$ cat src/rtl/bcd_multi_counter_if.sv
// Control/data bundle between the game controller and the BCD counter.
// Nibble i of load_value and digits_out is decimal digit i.
interface bcd_multi_counter_if #(
    parameter int DIGITS = 4
);
    logic                  clr;
    logic                  load;
    logic [4*DIGITS-1:0]   load_value;
    logic                  inc;
    logic                  dec;
    logic [4*DIGITS-1:0]   digits_out;
    logic                  overflow;
    logic                  underflow;
    logic                  at_max;
    logic                  at_zero;

    modport master (
        output clr, load, load_value, inc, dec,
        input  digits_out, overflow, underflow, at_max, at_zero
    );

    modport slave (
        input  clr, load, load_value, inc, dec,
        output digits_out, overflow, underflow, at_max, at_zero
    );
endinterface

$ cat src/rtl/bcd_multi_counter.sv
// N-digit BCD up/down counter with clear, clamped parallel load,
// wrap or saturate at the boundaries, and registered overflow/underflow pulses.
module bcd_multi_counter #(
    parameter int DIGITS   = 4,
    parameter bit SATURATE = 1'b0
) (
    input  logic                 clk,
    input  logic                 rst_n,
    bcd_multi_counter_if.slave   bus
);
    localparam int W = 4 * DIGITS;
    localparam logic [W-1:0] ALL_NINES = {DIGITS{4'h9}};

    typedef enum logic [2:0] {
        ACT_HOLD,
        ACT_CLR,
        ACT_LOAD,
        ACT_INC,
        ACT_DEC
    } action_t;

    action_t      action;
    logic [W-1:0] count_q;
    logic [W-1:0] count_d;
    logic [W-1:0] inc_value;
    logic [W-1:0] dec_value;
    logic [W-1:0] load_clamped;
    logic         overflow_q;
    logic         overflow_d;
    logic         underflow_q;
    logic         underflow_d;
    logic         is_max;
    logic         is_zero;

    assign is_max  = (count_q == ALL_NINES);
    assign is_zero = (count_q == '0);

    // Decimal increment: carry ripples through the whole word in one cycle.
    always_comb begin : inc_chain
        logic carry;
        inc_value = count_q;
        carry     = 1'b1;
        for (int i = 0; i < DIGITS; i++) begin
            if (carry) begin
                if (count_q[4*i +: 4] == 4'd9) begin
                    inc_value[4*i +: 4] = 4'd0;
                end else begin
                    inc_value[4*i +: 4] = count_q[4*i +: 4] + 4'd1;
                    carry               = 1'b0;
                end
            end
        end
    end

    always_comb begin : dec_chain
        logic borrow;
        dec_value = count_q;
        borrow    = 1'b1;
        for (int i = 0; i < DIGITS; i++) begin
            if (borrow) begin
                if (count_q[4*i +: 4] == 4'd0) begin
                    dec_value[4*i +: 4] = 4'd9;
                end else begin
                    dec_value[4*i +: 4] = count_q[4*i +: 4] - 4'd1;
                    borrow              = 1'b0;
                end
            end
        end
    end

    // Non-decimal load nibbles are pinned to 9 so no digit ever holds A..F.
    always_comb begin
        load_clamped = bus.load_value;
        for (int i = 0; i < DIGITS; i++) begin
            if (bus.load_value[4*i +: 4] > 4'd9) begin
                load_clamped[4*i +: 4] = 4'd9;
            end
        end
    end

    always_comb begin
        action = ACT_HOLD;
        if (bus.clr) begin
            action = ACT_CLR;
        end else if (bus.load) begin
            action = ACT_LOAD;
        end else if (bus.inc && !bus.dec) begin
            action = ACT_INC;
        end else if (bus.dec && !bus.inc) begin
            action = ACT_DEC;
        end
    end

    always_comb begin
        count_d     = count_q;
        overflow_d  = 1'b0;
        underflow_d = 1'b0;
        case (action)
            ACT_CLR:  count_d = '0;
            ACT_LOAD: count_d = load_clamped;
            ACT_INC: begin
                overflow_d = is_max;
                count_d    = (is_max && SATURATE) ? count_q : inc_value;
            end
            ACT_DEC: begin
                underflow_d = is_zero;
                count_d     = (is_zero && SATURATE) ? count_q : dec_value;
            end
            default: count_d = count_q;
        endcase
    end

    always_ff @(posedge clk or negedge rst_n) begin
        if (!rst_n) begin
            count_q     <= '0;
            overflow_q  <= 1'b0;
            underflow_q <= 1'b0;
        end else begin
            count_q     <= count_d;
            overflow_q  <= overflow_d;
            underflow_q <= underflow_d;
        end
    end

    assign bus.digits_out = count_q;
    assign bus.overflow   = overflow_q;
    assign bus.underflow  = underflow_q;
    assign bus.at_max     = is_max;
    assign bus.at_zero    = is_zero;
endmodule

$ cat src/flat_wrapper.sv
// flat-port wrapper written by rule: the top's interface ports become plain ports
module bcd_multi_counter_flat 
#(
    parameter int DIGITS   = 4,
    parameter bit SATURATE = 1'b0
)
  (clk, rst_n, bus_clr, bus_load, bus_load_value, bus_inc, bus_dec, bus_digits_out, bus_overflow, bus_underflow, bus_at_max, bus_at_zero);
  bcd_multi_counter_if #(.DIGITS(DIGITS)) bus_i ();
  input  logic clk;
  input  logic rst_n;
  input wire logic [$bits(bus_i.clr)-1:0] bus_clr;
  input wire logic [$bits(bus_i.load)-1:0] bus_load;
  input wire logic [$bits(bus_i.load_value)-1:0] bus_load_value;
  input wire logic [$bits(bus_i.inc)-1:0] bus_inc;
  input wire logic [$bits(bus_i.dec)-1:0] bus_dec;
  output wire logic [$bits(bus_i.digits_out)-1:0] bus_digits_out;
  output wire logic [$bits(bus_i.overflow)-1:0] bus_overflow;
  output wire logic [$bits(bus_i.underflow)-1:0] bus_underflow;
  output wire logic [$bits(bus_i.at_max)-1:0] bus_at_max;
  output wire logic [$bits(bus_i.at_zero)-1:0] bus_at_zero;
  assign bus_i.clr = bus_clr;
  assign bus_i.load = bus_load;
  assign bus_i.load_value = bus_load_value;
  assign bus_i.inc = bus_inc;
  assign bus_i.dec = bus_dec;
  assign bus_digits_out = bus_i.digits_out;
  assign bus_overflow = bus_i.overflow;
  assign bus_underflow = bus_i.underflow;
  assign bus_at_max = bus_i.at_max;
  assign bus_at_zero = bus_i.at_zero;
  bcd_multi_counter #(.DIGITS(DIGITS), .SATURATE(SATURATE)) u_core (.clk(clk), .rst_n(rst_n), .bus(bus_i));
endmodule
$ cat config.mk
export PLATFORM = sky130hd
export DESIGN_NAME = bcd_multi_counter_flat
export DESIGN_NICKNAME = d
export VERILOG_FILES = /design/src/rtl/bcd_multi_counter_if.sv /design/src/rtl/bcd_multi_counter.sv /design/src/flat_wrapper.sv
export SDC_FILE = /design/constraint.sdc
export NUM_CORES = 1
export LEC_CHECK = 0
export ABC_AREA = 1
export CAP_MARGIN = 30
export CORE_MARGIN = 10
export CORE_UTILIZATION = 54
export CTS_BUF_LIST = sky130_fd_sc_hd__clkbuf_8 sky130_fd_sc_hd__clkbuf_16
export DETAILED_ROUTE_END_ITERATION = 10
export PLACE_DENSITY = 0.86
export SLEW_MARGIN = 0
export SYNTH_ARGS = -nofsm -noshare
export SYNTH_HDL_FRONTEND = slang
export SYNTH_SLANG_ARGS = --single-unit
$ cat constraint.sdc
create_clock -name clk -period 2.5 [get_ports clk]
set_clock_uncertainty 0.2 [all_clocks]
set_input_delay 0.5 -clock clk [delete_from_list [all_inputs] [get_ports clk]]
set_output_delay 0.5 -clock clk [all_outputs]
set_load 0.02 [all_outputs]
==> flow_metrics.py, run 1 <==
metrics = {
    "status": {
        "status": "finished, final reports clean",
    },
    "routing": {
        "vias": 1945,
        "wire_per_inst_um": 13.6,
        "wl_um": 4920,
        "ant_nets": 0,
        "wl_met2_um": 2230,
        "wl_met1_um": 2130,
        "vias_per_cell": 5.39,
        "dr_wl_met3_um": 442,
        "top_layer": "met4",
        "drcViolationCount": 0,
        "firstDrtPassIters": 4,
        "drt-initial-drc-count": 168,
    },
    "synthesis": {
        "ys_types": 27,
        "synthFlopType": "dfrtp_1",
        "synth-seq-cells": 18,
        "synth_edf_count": 0,
        "yosysMostFrequentCell": "nand2_1",
        "async_flop_share_pct": 100,
        "synthTopCellsByCount": "nand2_1 (73), nand3_1 (43), inv_1 (22)",
        "synth.net_count": 293,
        "synth_area_leaders": "dfrtp_1 (25%), nand2_1 (15%), nand3_1 (12%), ha_1 (7.0%), inv_1 (4.6%)",
        "synth_top_area_share_pct": 25.1,
        "synth_area_mm2": 0.00179,
        "yosys_warnings": 0,
        "synth_cells": 261,
        "syn_avg_cell_area_um2": 6.86,
        "synth_seq_area_share_pct": 25.1,
        "synth_largest_area_cell": "dfrtp_1",
    },
    "power_and_ir_drop": {
        "p_leak_nw": 1.20,
        "powerDensity_mw_per_mm2": 451,
        "total_power_mw": 1.08,
        "peakVddDrop_mv": 0.231,
    },
    "global_routing": {
        "grt_first_pass_wirelength_um": 8220,
        "first_global_vias": 1794,
        "antenna_found_initial": 0,
        "grt_max_degree": 19,
        "grt-ovfl-total": 0,
        "grtUsageTotal_pct": 16.0,
    },
    "place": {
        "dp_cells": 357,
        "io_buffers": 41,
        "place.gp.congestion": 0.951,
        "dp.final_hpwl_um": 3900,
    },
    "critical_path": {
        "cpPeakStageDelay_ns": 0.38,
        "r2r_slack_ns": 0.68,
        "crit_chain": "inv_1 > ha_1 > nand3_2 > nor2_1 > nand2_1 > nor2_1 > clkbuf_2",
        "cp_data_required_time_ns": 1.80,
        "worstPathMaxFanout": 4,
        "cpMaxStageDelayCell": "dfrtp_1",
        "cp_common_cell": "nor2_1",
        "path_class": "reg2out",
        "critPathCaptureType": "output port",
        "worstPathArrival_ns": 1.58,
        "setup.worst_path.start_class": "register",
    },
    "cts": {
        "htreeDepth": 1,
        "cts_setup_buffers": 0,
        "worstSkewPairLatency_ns": 0.26,
        "hold_buffers": 0,
        "numClockSinks": 18,
        "cts_tree": "yes",
        "clk_pin_slew_worst_paths_ns": 0.08,
        "clockBufferDepth": 2,
        "cts_buffers": 3,
        "cts-root-buf": "clkbuf_8",
    },
    "timing": {
        "min_period_ns": 2.28,
        "hold_viol": 0,
        "worst_pin_slew_ns": 0.308,
        "finalMaxSlewViolations": 0,
        "relSlewSlack_pct": 79.5,
        "finalSetupViolCount": 0,
        "clock.fmax_mhz": 438,
        "rsz0062_at_grt": "no",
        "finalSetupTns_ns": 0,
        "period_share_pct": 91.2,
    },
    "cells_and_area": {
        "fin_nets": 350,
        "antennaDiodeCount": 0,
        "drive_gt1_share_pct": 18.0,
        "ff_latch_area_um2": 450,
        "fin_cells": 361,
        "multiInputGateArea_mm2": 0.00120,
        "syn_to_final_growth_pct": 33.3,
        "num-fill-cells": 275,
    },
    "die": {
        "placeableCoreArea_mm2": 0.00310,
        "rows": 20,
        "die_y_um": 77.6,
        "dieWidth_um": 77.6,
        "ios": 42,
        "fp.dieArea_mm2": 0.00602,
        "start_util_pct": 57.7,
    },
    "run": {
        "cap_viol_max_count": 0,
    },
    "worst_hold_path": {
        "hold_path_class": "in2async",
    },
}
[path summary, 6_finish.rpt]
| check | depth (start not counted) | from | end |
|---|---|---|---|
| worst max-delay path | 7 | u_core.bus.digits_out[1] | bus_at_zero |
| worst min-delay path | 2 | rst_n | u_core.bus.digits_out[8] |
| worst max register to register | 10 | u_core.bus.digits_out[9] | u_core.bus.digits_out[13] |
| worst min register to register | 3 | u_core.bus.digits_out[13] | u_core.bus.digits_out[13] |
| max in group asynchronous | 2 | rst_n | u_core.bus.digits_out[12] |
| min in group clk | 3 | u_core.bus.digits_out[13] | u_core.bus.digits_out[13] |
[layout make-up]
| type | count | share of cell area (%) |
|---|---|---|
| timing repair buffer | 56 | 21.5 |
| tap | 44 | 2.30 |
| sequential | 18 | 18.9 |
| clock buffer | 4 | 2.30 |
| multi-input combinational | 209 | 50.3 |
| inverter | 30 | 4.71 |
[power by group]
part	switching, mW	internal (mW)
Clock	0.113	0.141
Sequential	0.0314	0.317
Combinational	0.274	0.202
[cell families after synthesis]
group                    synth area share, %
flip-flops                              25.1
adder cells (fa/ha/maj)                 6.98
AO/OA/AOI/OAI                           10.6
buffers and inverters                   7.75
XOR/XNOR                                1.47
AND/OR/NAND/NOR                         48.0
[critical path, delay by kind of cell, from the launching register on]
family | cells | cell delay [ns]
buffers and inverters | 2 | 0.29
adder cells (fa/ha/maj) | 1 | 0.19
AND/OR/NAND/NOR | 4 | 0.44
flip-flops | 1 | 0.38
[timing repair]
action                                  in CTS  in global routing
resized for setup                            2                  4
endpoints found under the setup margin       2                  2
pin swaps                                    0                  0
hold endpoints to repair                     0                  0
[cell usage in the layout, fill, tap and decap left out, drive strengths merged]
cell,n
o2111ai,2
a22oi,1
o21ai,14
dfrtp,18
inv,30
o211ai,6
nand3,47
buf,15
clkdlybuf4s50,39
nor2,28
a21oi,7
clkbuf,6
nor3,1
nand2,81
xor2,3
ha,10
nand4,9
[flip-flops by register name, indices dropped and copies added (netlist names)]
name                   cells
u_core.bus.digits_out     16
u_core.bus.underflow       1
u_core.bus.overflow        1
[metrics by stage]
step | setup WS, ns | hold WS (ns) | instance area (µm²) | utilization [%]
3_3_place_gp | 0.100 | 0.376 | 2340 | 75.5
2_1_floorplan | 0.350 | 0.00441 | 1790 | -
6_report | 0.219 | 0.376 | 2390 | 77.0
3_5_place_dp | 0.0631 | 0.398 | 2340 | 75.5
4_1_cts | 0.0383 | 0.387 | 2400 | 77.2
5_1_grt | 0.0634 | 0.405 | 2390 | 77.0
[per-layer routing]
layer | global-route usage [%] | vias to the layer above
met2 | 26.5 | 81
met1 | 19.3 | 866
li1 | - | 984
met4 | 6.02 | 0
met3 | 4.49 | 14
met5 | 0 | -
No activity file was read; power rests on OpenSTA's default activity.
==> inputs of run 2 (changes only) <==
- CORE_MARGIN: 10 -> unset
==> run 2 against run 1 <==
Compared with the run above: register-to-register slack worse by 0.03 ns; critical path depth unchanged; global-route usage up 13 points; clock power down 14%; routed wire length down 2.6%; die area down 41%; final area down 0.37%; setup slack worse by 0.090 ns; non-clock buffer count unchanged; via count up 6.0%; final cell count down 0.28%; combinational power up 2%; largest power group unchanged.
==> flow_metrics.py, run 2 (same netlist as run 1, synthesis figures left out) <==
metrics = {
    "status": {
        "status": "finished, final reports clean",
    },
    "place": {
        "dp.final_hpwl_um": 3600,
        "place.gp.congestion": 0.971,
        "place_area_mm2": 0.00234,
        "io_buffers": 41,
        "dp_cells": 357,
    },
    "die": {
        "placeableCoreArea_mm2": 0.00310,
        "ios": 42,
        "dieWidth_um": 59.6,
        "fp.dieArea_mm2": 0.00355,
        "start_util_pct": 57.7,
        "die_y_um": 59.6,
        "rows": 20,
    },
    "cts": {
        "cts_setup_buffers": 0,
        "htreeDepth": 1,
        "cts_buffers": 3,
        "clk_pin_slew_worst_paths_ns": 0.07,
        "hold_buffers": 0,
        "numClockSinks": 18,
        "clockBufferDepth": 2,
        "cts-root-buf": "clkbuf_8",
        "cts_tree": "yes",
        "worstSkewPairLatency_ns": 0.26,
    },
    "cells_and_area": {
        "largest_reg_flops": 16,
        "fin_cells": 360,
        "antennaDiodeCount": 0,
        "num-fill-cells": 263,
        "layout_commonest_cell": "nand2_1",
        "syn_to_final_growth_pct": 32.8,
        "fin_nets": 350,
        "layout.cells.most_common_list": "nand2_1 (73), nand3_1 (43), clkdlybuf4s50_1 (39)",
        "drive_gt1_share_pct": 17.4,
        "fin_area_mm2": 0.00238,
    },
    "power_and_ir_drop": {
        "seq_power_share_pct": 33.2,
        "intPower_mw": 0.629,
        "p_leak_nw": 1.19,
        "switching_share_pct": 40.3,
        "p_sw_mw": 0.424,
        "comb_power_share_pct": 46.2,
        "peakVddDrop_mv": 0.256,
        "clkPwrFrac_pct": 20.7,
        "powerDensity_mw_per_mm2": 443,
    },
    "critical_path": {
        "worstPathMaxFanout": 5,
        "path_class": "reg2out",
        "worstPathArrival_ns": 1.67,
        "cp_data_required_time_ns": 1.80,
        "critical_path.top_delay_family": "buffers and inverters",
        "worstRegToRegCells": 10,
        "cp.depth": 7,
        "cp_common_cell": "inv_1",
        "critPathBufInv": 3,
        "cpMaxStageDelayCell": "dfrtp_1",
        "critPathLaunch": "u_core.bus.digits_out[9]",
        "r2r_start": "u_core.bus.digits_out[9]",
        "crit_end": "bus_at_max",
        "setup.worst_path.start_class": "register",
        "cpPeakStageDelay_ns": 0.38,
        "crit_chain": "inv_1 > ha_1 > nand2_1 > nor2_2 > nand4_1 > inv_1 > clkdlybuf4s15_1",
        "r2r_end": "u_core.bus.digits_out[12]",
        "critPathCaptureType": "output port",
        "r2r_slack_ns": 0.65,
    },
    "timing": {
        "worst_pin_slew_ns": 0.308,
        "finalSetupTns_ns": 0,
        "rsz0062_at_grt": "no",
        "clock.fmax_mhz": 422,
        "finalMaxSlewViolations": 0,
        "min_period_ns": 2.37,
        "finalSetupViolCount": 0,
        "relSlewSlack_pct": 79.5,
        "hold_viol": 0,
        "period_share_pct": 94.8,
    },
    "global_routing": {
        "first_global_vias": 1815,
        "grtUsageTotal_pct": 28.8,
        "antenna_found_initial": 0,
        "grt_first_pass_wirelength_um": 7730,
        "grt_max_degree": 19,
        "grt-ovfl-total": 0,
    },
    "routing": {
        "firstDrtPassIters": 5,
        "drcViolationCount": 0,
        "ant_nets": 0,
        "drt-initial-drc-count": 226,
        "vias_per_cell": 5.73,
        "vias": 2062,
        "wire_per_inst_um": 13.3,
        "wl_um": 4790,
    },
    "run": {
        "cap_viol_max_count": 0,
    },
    "worst_hold_path": {
        "hold_path_class": "in2async",
    },
}
==> run 2: changes by cell type in the layout (fill, tap and decap cells not counted) <==
| cell | before | now |
|---|---|---|
| clkbuf_2 | 2 | 1 |
| clkbuf_8 | 4 | 3 |
| clkdlybuf4s15_1 | 0 | 1 |
==> run 2: how the worst min path moves through the flow <==
stage	depth (start not counted)	slack, ns	to
floorplan	0	0.004	u_core.bus.digits_out[0]
global placement	2	0.35	u_core.bus.digits_out[7]
detailed placement	2	0.37	u_core.bus.digits_out[7]
CTS	2	0.39	u_core.bus.digits_out[15]
global route	2	0.42	u_core.bus.digits_out[11]
finish	2	0.38	u_core.bus.digits_out[8]
==> run 2: area by class of cell <==
class                           instances  area, µm²  share of cell area, %
Clock buffer                            3       41.3                   1.74
Inverter                               30        113                   4.73
Multi-Input combinational cell        209       1200                   50.5
Sequential cell                        18        450                   18.9
Tap cell                               44       55.1                   2.31
Timing Repair Buffer                   56        518                   21.8
==> run 2: per-stage QoR <==
step                      setup WS, ns  utilization (%)  power [mW]  hold slack, ns
after detailed placement        0.0362             75.5       0.833           0.371
after global placement           0.102             75.5       0.820           0.347
after floorplan                  0.350                -       0.625         0.00441
final                            0.129             76.7        1.05           0.379
after global routing            0.0170             76.7        1.11           0.417
after CTS                       0.0342             76.8        1.04           0.392
==> run 2: what timing repair did <==
item / CTS / global route
pin swaps: 0 / 0
cloned: 0 / 0
endpoints found under the setup margin: 2 / 2
gates resized for setup: 2 / 3
==> run 2: worst reg2reg max path: cells and delay by family (launching register included) <==
kind	cells	cell delay, ns
simple gates	7	0.71
flops	1	0.38
fa+ha+maj	1	0.17
buf+inv	2	0.28
==> run 2: power groups by stage <==
stage | Combinational (mW) | Clock [mW] | Sequential [mW]
3_5_place_dp | 0.479 | 0 | 0.354
2_1_floorplan | 0.235 | 0 | 0.390
3_3_place_gp | 0.467 | 0 | 0.353
4_1_cts | 0.480 | 0.213 | 0.349
6_report | 0.486 | 0.218 | 0.349
5_1_grt | 0.527 | 0.229 | 0.354
==> run 2: per-layer routing <==
layer  wire length [µm]  vias to the layer above  global-route usage (%)  part of all wire [%]
met4                 57                        0                    10.6                   1.2
li1                   -                      979                       -                     -
met2               2270                      121                    49.8                    47
met3                373                       10                    3.93                   7.8
met5                  0                        -                       0                     0
met1               2090                      952                    36.4                    44
